## src/rtl/frog_pkg.sv

```systemverilog
// frog_pkg: shared state and direction types for the frog grid tracker
package frog_pkg;
  typedef enum logic [1:0] {PLAY, DEAD, OVER} state_t;
  typedef enum logic [2:0] {NONE, UP, DOWN, LEFT, RIGHT} dir_t;
endpackage

```

## src/rtl/frog_move_decode.sv

```systemverilog
// frog_move_decode: priority decode of move pulses, U > D > L > R
module frog_move_decode
  import frog_pkg::*;
(
  input  logic u,
  input  logic d,
  input  logic l,
  input  logic r,
  output dir_t dir
);
  always_comb dir = u ? UP : d ? DOWN : l ? LEFT : r ? RIGHT : NONE;
endmodule

```

## src/rtl/frog_grid_tracker.sv

```systemverilog
// frog_grid_tracker: central frog position, lives, scoring and one-hot light drive
module frog_grid_tracker
  import frog_pkg::*;
#(
  parameter int COLS        = 8,
  parameter int ROWS        = 8,
  parameter int START_COL   = 3,
  parameter int WRAP        = 0,
  parameter int LIVES       = 3,
  parameter int DEAD_CYCLES = 4,
  parameter int SCORE_W     = 4
) (
  input  logic                       clk,
  input  logic                       reset,
  input  logic                       L,
  input  logic                       R,
  input  logic                       U,
  input  logic                       D,
  input  logic                       hit,
  output logic [$clog2(COLS)-1:0]    frog_col,
  output logic [$clog2(ROWS)-1:0]    frog_row,
  output logic [ROWS*COLS-1:0]       lights,
  output logic [$clog2(LIVES+1)-1:0] lives_left,
  output logic [SCORE_W-1:0]         score,
  output logic                       goal,
  output logic                       game_over
);
  localparam int CW = $clog2(COLS);
  localparam int RW = $clog2(ROWS);
  localparam int TW = $clog2(DEAD_CYCLES + 1);
  localparam int N  = ROWS * COLS;
  localparam int IW = $clog2(N);
  localparam logic [CW-1:0] START    = CW'(START_COL);
  localparam logic [CW-1:0] COL_MAX  = CW'(COLS - 1);
  localparam logic [CW:0]   COL_END  = (CW + 1)'(COLS);
  localparam logic [RW:0]   ROW_GOAL = (RW + 1)'(ROWS - 1);
  localparam logic [TW-1:0] T_LOAD   = TW'(DEAD_CYCLES - 1);
  state_t        state;
  dir_t          dir;
  logic [TW-1:0] timer;
  logic [CW:0]   col_inc;
  logic [RW:0]   row_inc;
  logic [CW-1:0] col_nx;
  logic [RW-1:0] row_nx;
  logic          at_goal;
  logic [IW-1:0] idx;
  frog_move_decode u_dec (.u(U), .d(D), .l(L), .r(R), .dir(dir));
  // widened increments so edge detection never depends on binary overflow
  always_comb begin
    col_inc = {1'b0, frog_col} + 1'b1;
    row_inc = {1'b0, frog_row} + 1'b1;
    at_goal = dir == UP && row_inc == ROW_GOAL;
    row_nx  = at_goal ? '0 :
              dir == UP ? row_inc[RW-1:0] :
              dir == DOWN && |frog_row ? frog_row - 1'b1 : frog_row;
    col_nx  = at_goal ? START :
              dir == LEFT ? (|frog_col ? frog_col - 1'b1 : WRAP != 0 ? COL_MAX : frog_col) :
              dir == RIGHT ? (col_inc == COL_END ? (WRAP != 0 ? '0 : frog_col) : col_inc[CW-1:0]) :
              frog_col;
  end
  always_ff @(posedge clk) begin
    if (reset) begin
      state      <= PLAY;
      timer      <= '0;
      frog_col   <= START;
      frog_row   <= '0;
      lives_left <= ($clog2(LIVES+1))'(LIVES);
      score      <= '0;
      goal       <= 1'b0;
    end else begin
      goal <= 1'b0;
      if (state == PLAY) begin
        if (hit) begin
          state      <= DEAD;
          timer      <= T_LOAD;
          lives_left <= lives_left - 1'b1;
        end else begin
          frog_col <= col_nx;
          frog_row <= row_nx;
          goal     <= at_goal;
          if (at_goal && ~&score) score <= score + 1'b1;
        end
      end else if (state == DEAD) begin
        if (|timer) timer <= timer - 1'b1;
        else begin
          state    <= |lives_left ? PLAY : OVER;
          frog_col <= START;
          frog_row <= '0;
        end
      end
    end
  end
  assign game_over = state == OVER;
  assign idx       = IW'(frog_row) * IW'(COLS) + IW'(frog_col);
  assign lights    = state == PLAY ? N'(1) << idx : '0;
endmodule

```

## config.mk

```make
export PLATFORM = sky130hd
export DESIGN_NAME = frog_grid_tracker
export DESIGN_NICKNAME = d
export VERILOG_FILES = /design/src/rtl/frog_pkg.sv /design/src/rtl/frog_move_decode.sv /design/src/rtl/frog_grid_tracker.sv
export SDC_FILE = /design/constraint.sdc
export NUM_CORES = 1
export LEC_CHECK = 0
export BUFFER_PORTS_ARGS = -buffer_cell sky130_fd_sc_hd__buf_2
export CAP_MARGIN = 30
export CORE_ASPECT_RATIO = 2
export CORE_MARGIN = 2
export CORE_UTILIZATION = 40
export DETAILED_ROUTE_END_ITERATION = 12
export PLACE_DENSITY = 0.84
export SLEW_MARGIN = 20
export SYNTH_ARGS = -nofsm -noshare
export SYNTH_HDL_FRONTEND = slang
export SYNTH_SLANG_ARGS = --single-unit
export TNS_END_PERCENT = 10
```

## constraint.sdc

```tcl
create_clock -name clk -period 1.99 [get_ports clk]
set_input_delay 0.199 -clock clk [delete_from_list [all_inputs] [get_ports clk]]
set_output_delay 0.199 -clock clk [all_outputs]
set_load 0.02 [all_outputs]
```

* Word level (Yosys, flattened, before mapping) *
Cells that the tools add are included.

storage, ports and cells
  input bits = 7
  output and inout bits = 78
  word-level logic and storage cells = 82
  flip-flop bits (word level) = 18

operators by class
  multiplexer cells = 30
  equality and inequality tests = 15
  add/subtract/negate cells = 8
  reduce and logical (&&, ||, !) cells = 19
  bitwise logic cells = 2
  shifts and indexed selects = 1

operators with widths
  operator                                          number
  2-to-1 mux 3 bit                                  24
  2-to-1 mux 64 bit                                 1
  << shifter 1 x 6 -> 64 bit, first input constant  1
  inequality test 4 bit, second input constant      4
  OR reduction 3 bit                                4
  2-to-1 mux 2 bit                                  5
  AND reduction 3 bit                               3
  subtractor 3 x 1 -> 3 bit, second input constant  3
  adder 3 x 1 -> 4 bit, second input constant       2
  AND reduction 4 bit                               2
  adder 6 x 3 -> 6 bit                              1
  == test 3 x 2 -> 1 bit, second input constant     2
  inequality test 2 bit, second input constant      3
  AND reduction 6 bit                               1
  adder 4 x 1 -> 4 bit, second input constant       1
  == test 4 x 3 -> 1 bit, second input constant     1
  == test 4 bit, second input constant              1
  nonzero test 2 bit                                2
  == test 3 x 1 -> 1 bit, second input constant     1
  == test 3 bit, second input constant              1
  logical AND 1 bit                                 3
  == test 2 x 1 -> 1 bit, second input constant     1
  == test 2 bit, second input constant              1
  zero test 2 bit                                   1
  other kinds (5)                                   6

* Logic depth before layout (Yosys ltp) *
  depth after elaboration = 11
  depth in mapped cells = 8
  mapped depth without buffers = 7

* Hierarchy *
A second synthesis with hierarchy kept.

second synthesis, totals
  cells, all modules = 242
  area, all modules = 1677.9 um^2

modules (own cells, without submodules)
  module             area each (um^2)  instances  sequential area each (um^2)  cells an instance
  frog_grid_tracker  1642.8            1          360.3                        237
  frog_move_decode   35.0              1          0.0                          5

* Least setup slack after synthesis *
Ideal clock, no wire load.

  path type = register -> register
  start = reg frog_col[2]
  end = reg frog_col[1]
  required time = 1.867 ns
  setup slack = 0.089 ns
  buffers on the path = 1
  setup time = 0.123 ns
  data arrival time = 1.779 ns
  period minus slack after synthesis = 1.901 ns
  cell stages (with the launch flop) = 9
  cells stage by stage = dfxtp_1 -> buf_2 -> clkinv_1 -> ha_1 -> and4_1 -> a21oi_1 -> mux2i_1 -> nor3_1 -> mux2i_1

on the way
  cells in the longest elaborated chain, start to end = 4
  elaborated cells between the ends (all ways) = 6
  classes of those cells = add/sub: 1; eq/ne: 3; reduce/logical: 2

RTL lines
  what                             line                     text
  start, declared                  frog_grid_tracker.sv:20  output logic [$clog2(COLS)-1:0] frog_col,
  start signal, assigned           frog_grid_tracker.sv:78  frog_col <= col_nx;
  adder 3 x 1 -> 4 bit             frog_grid_tracker.sv:50  col_inc = {1'b0, frog_col} + 1'b1;
  == test 4 bit                    frog_grid_tracker.sv:58  dir == RIGHT ? (col_inc == COL_END ? (WRAP != 0 ? '0 : frog_col) : col_inc[CW-1:0]) :
  inequality test 4 bit (no line)  --
  AND reduction 6 bit (no line) *  --

Every way passes the cells marked *; elsewhere a longest branch is shown, timed or not.
A chain may end at the register's enable or synchronous reset.

* Final worst setup path *
  start = reg state[1]
  end = out lights[38]

on the way
  cells in the longest elaborated chain, start to end = 2

RTL lines
  what                    line                     text
  start, declared         frog_grid_tracker.sv:38  state_t state;
  start signal, assigned  frog_grid_tracker.sv:86  state <= |lives_left ? PLAY : OVER;
  zero test 2 bit         frog_grid_tracker.sv:95  assign lights = state == PLAY ? N'(1) << idx : '0;
  2-to-1 mux 64 bit       frog_grid_tracker.sv:95
  end, declared           frog_grid_tracker.sv:22  output logic [ROWS*COLS-1:0] lights,

Every way passes these cells.

==> flow_metrics.tcl <==
set metrics [dict create \
    slew_viol_final 0 \
    drt_iter0_markers 32 \
    outcome "finished, final reports clean" \
    die_w_um 47.7 \
    yosysMostFrequentCell "nor2_1" \
    num_io_pins 85 \
    die_h_um 91.4 \
    clock_skew_ns 0.00262 \
    syn_area_um2 1530 \
    grt_pass1_wl_mm 6.61 \
    h-tree-depth 1 \
    synth_top_area_cell "dfxtp_1" \
    place_area_um2 2010 \
    first_pass_iters 4 \
    multi_input_area_um2 1100 \
    drc 0 \
    crit_family "simple AND/OR/NAND/NOR gates" \
    fin_util 0.566 \
    initial_core_util 0.419 \
    synth_seq_area_share 0.236 \
    vias_per_cell 5.11 \
    overflow 0 \
    design_area_um2 2060 \
    hold_start "hit" \
    numPlacedInstances 352 \
    synth_commonest_cells "nor2_1 (76), dfxtp_1 (18), nand2_1 (17)" \
    synth_top_area_frac 0.236 \
    path_cells "or2_4 > nor2_2 > nand2_1 > nor2_1 > buf_2" \
    clkTransAtPathRegs_ns 0.06 \
    dieArea_um2 4360 \
    ant_nets 0 \
    rsz0062_at_grt "true" \
    ys_warn_count 0 \
    antenna_cells 0 \
    path_class "reg2out" \
    pre_cts_slack_ns 0.142 \
    cp_max_fo 8 \
    p_per_area_nw_per_um2 533 \
    vias 1813 \
    synth-seq-cells 18 \
    async_flop_share 0 \
    synth_edf_count 0 \
    reg2reg_from "frog_row[1]" \
    synthTopCellsByArea "dfxtp_1 (24%), nor2_1 (19%), ha_1 (13%)" \
    min_path_cells 4 \
    io_buffers 84 \
    path_buf_inv 1 \
    finalHoldViolCount 0 \
    dp_hpwl_mm 3.70 \
    synthCells 221 \
    drv_cap 0 \
    finalSetupViolCount 0 \
    cts_sinks 18 \
    rr_endpoint "frog_col[2]" \
    hold_class "in2reg" \
    cts.path.max_buffers 2 \
    ir_drop_mv 0.446 \
    clk_latency_ns 0.25 \
    grt_antenna_before_repair 0 \
    core_area_um2 3650 \
    cts_tree "yes" \
    syn_to_final_growth_pct 35.1 \
    fin_nets 331 \
    worstMarginPinSlew_ns 0.378 \
    rows 31 \
    final.period_utilization 0.941 \
    clockRootBuffer "clkbuf_8" \
    synth_fp_nets 244 \
    grt_usage 0.199 \
    setup_ws_ns 0.118 \
    crit_path_top_delay_cell "dfxtp_1" \
    min_period_ns 1.87 \
    hold_end "goal" \
    crit_required_ns 1.79 \
    fin_cells 355 \
    slew_headroom 0.748 \
    reg2reg_slack_ns 0.22 \
    wl_per_cell_um 12.6 \
    cp-end-kind "output pin" \
    postCtsSetupRepairBufs 0 \
    slowest_delay_ns 0.37 \
    ys.flop_type "dfxtp_1" \
    cts_inserted_buffers 3 \
    synth.distinct_cells 41 \
    reg2reg_depth 6 \
    syn_avg_cell_area_um2 6.91 \
    fill_cells 394 \
    arrival_ns 1.67 \
    start_kind "register" \
    seqCellArea_um2 362 \
    gp_congestion 0.874 \
    p_leak_nw 1.11 \
    grt_pass1_vias 1564 \
    drive_gt1_frac 0.353 \
    wl_mm 4.47 \
    finalSetupTns_ns 0 \
    fmax_mhz 534 \
    grt_start_max_net_pins 23 \
]
-- area by class of cell --
type | count | area share
sequential | 18 | 0.175
timing repair buffer | 89 | 0.222
clock buffer | 3 | 0.0200
tap | 49 | 0.0297
inverter | 11 | 0.0200
multi-input combinational | 185 | 0.533
-- worst min-delay path, stage by stage --
cell and delay, ns:
buf_2 0.13, nor3_4 0.06, nand2_2 0.08, nor2_1 0.04
-- repair_timing --
item	4_1_cts	5_1_grt
endpoints found under the hold margin	0	0
hold buffers	0	0
endpoints found under the setup margin	0	41
resized for setup	0	5
-- routing by layer --
layer / vias to the layer above / GRT usage / routed length [µm]
li1: 905 / - / -
met1: 805 / 0.161 / 1570
met2: 90 / 0.408 / 2470
met3: 13 / 0.0159 / 306
met4: 0 / 0.0811 / 130
met5: - / 0 / 0
-- power by group --
group          leakage (nW)  internal (mW)  switching (mW)
logic                 0.936          0.149           0.282
clock network        0.0216          0.134           0.112
registers             0.148          0.387          0.0348
total                  1.11          0.670           0.429
-- worst max path at each step --
stage | end | from | cells past startpoint
after global routing | lights[3] | state[1] | 5
after global placement | frog_row[1] | frog_row[0] | 6
after floorplan | frog_col[1] | frog_col[2] | 8
after CTS | lights[54] | state[1] | 5
final | lights[38] | state[1] | 5
after detailed placement | frog_row[1] | frog_row[0] | 6
-- cells in the final DEF (no fill, tap or decap), types with 2 or more instances in the layout --
cell,instances
mux2i_1,4
nor2b_1,4
nand2_2,5
a31oi_1,3
buf_2,84
buf_4,5
inv_1,10
a21oi_2,2
nor2_2,2
o21ai_0,3
a211oi_1,2
nor2_1,74
nor3b_1,2
a21oi_1,5
nand2b_1,3
xor2_1,4
clkbuf_8,3
nand3_1,7
nand2_1,16
a211o_1,4
nor3_1,7
or3_1,4
dfxtp_1,17
ha_1,16
-- flip-flops by register name, summed over array words and instances, names as in the netlist --
name and count:
lives_left 2, frog_row 3, goal 1, state 2, score 4, timer 3
frog_col 3
-- metrics by stage --
| step | power, mW | hold WS (ns) |
|---|---|---|
| 2_1_floorplan | 0.731 | 0.372 |
| 3_3_place_gp | 0.840 | 0.457 |
| 3_5_place_dp | 0.852 | 0.462 |
| 4_1_cts | 1.10 | 0.294 |
| 5_1_grt | 1.18 | 0.317 |
| 6_report | 1.10 | 0.296 |
-- cell families after synthesis --
| group | Yosys count | synth area share |
|---|---|---|
| buf+inv | 18 | 0.0525 |
| compound gates | 26 | 0.126 |
| xor+xnor | 5 | 0.0287 |
| simple gates | 134 | 0.399 |
| mux | 4 | 0.0262 |
| fa+ha+maj | 16 | 0.131 |
| flops | 18 | 0.236 |
Power figures use the tool's default switching activity.
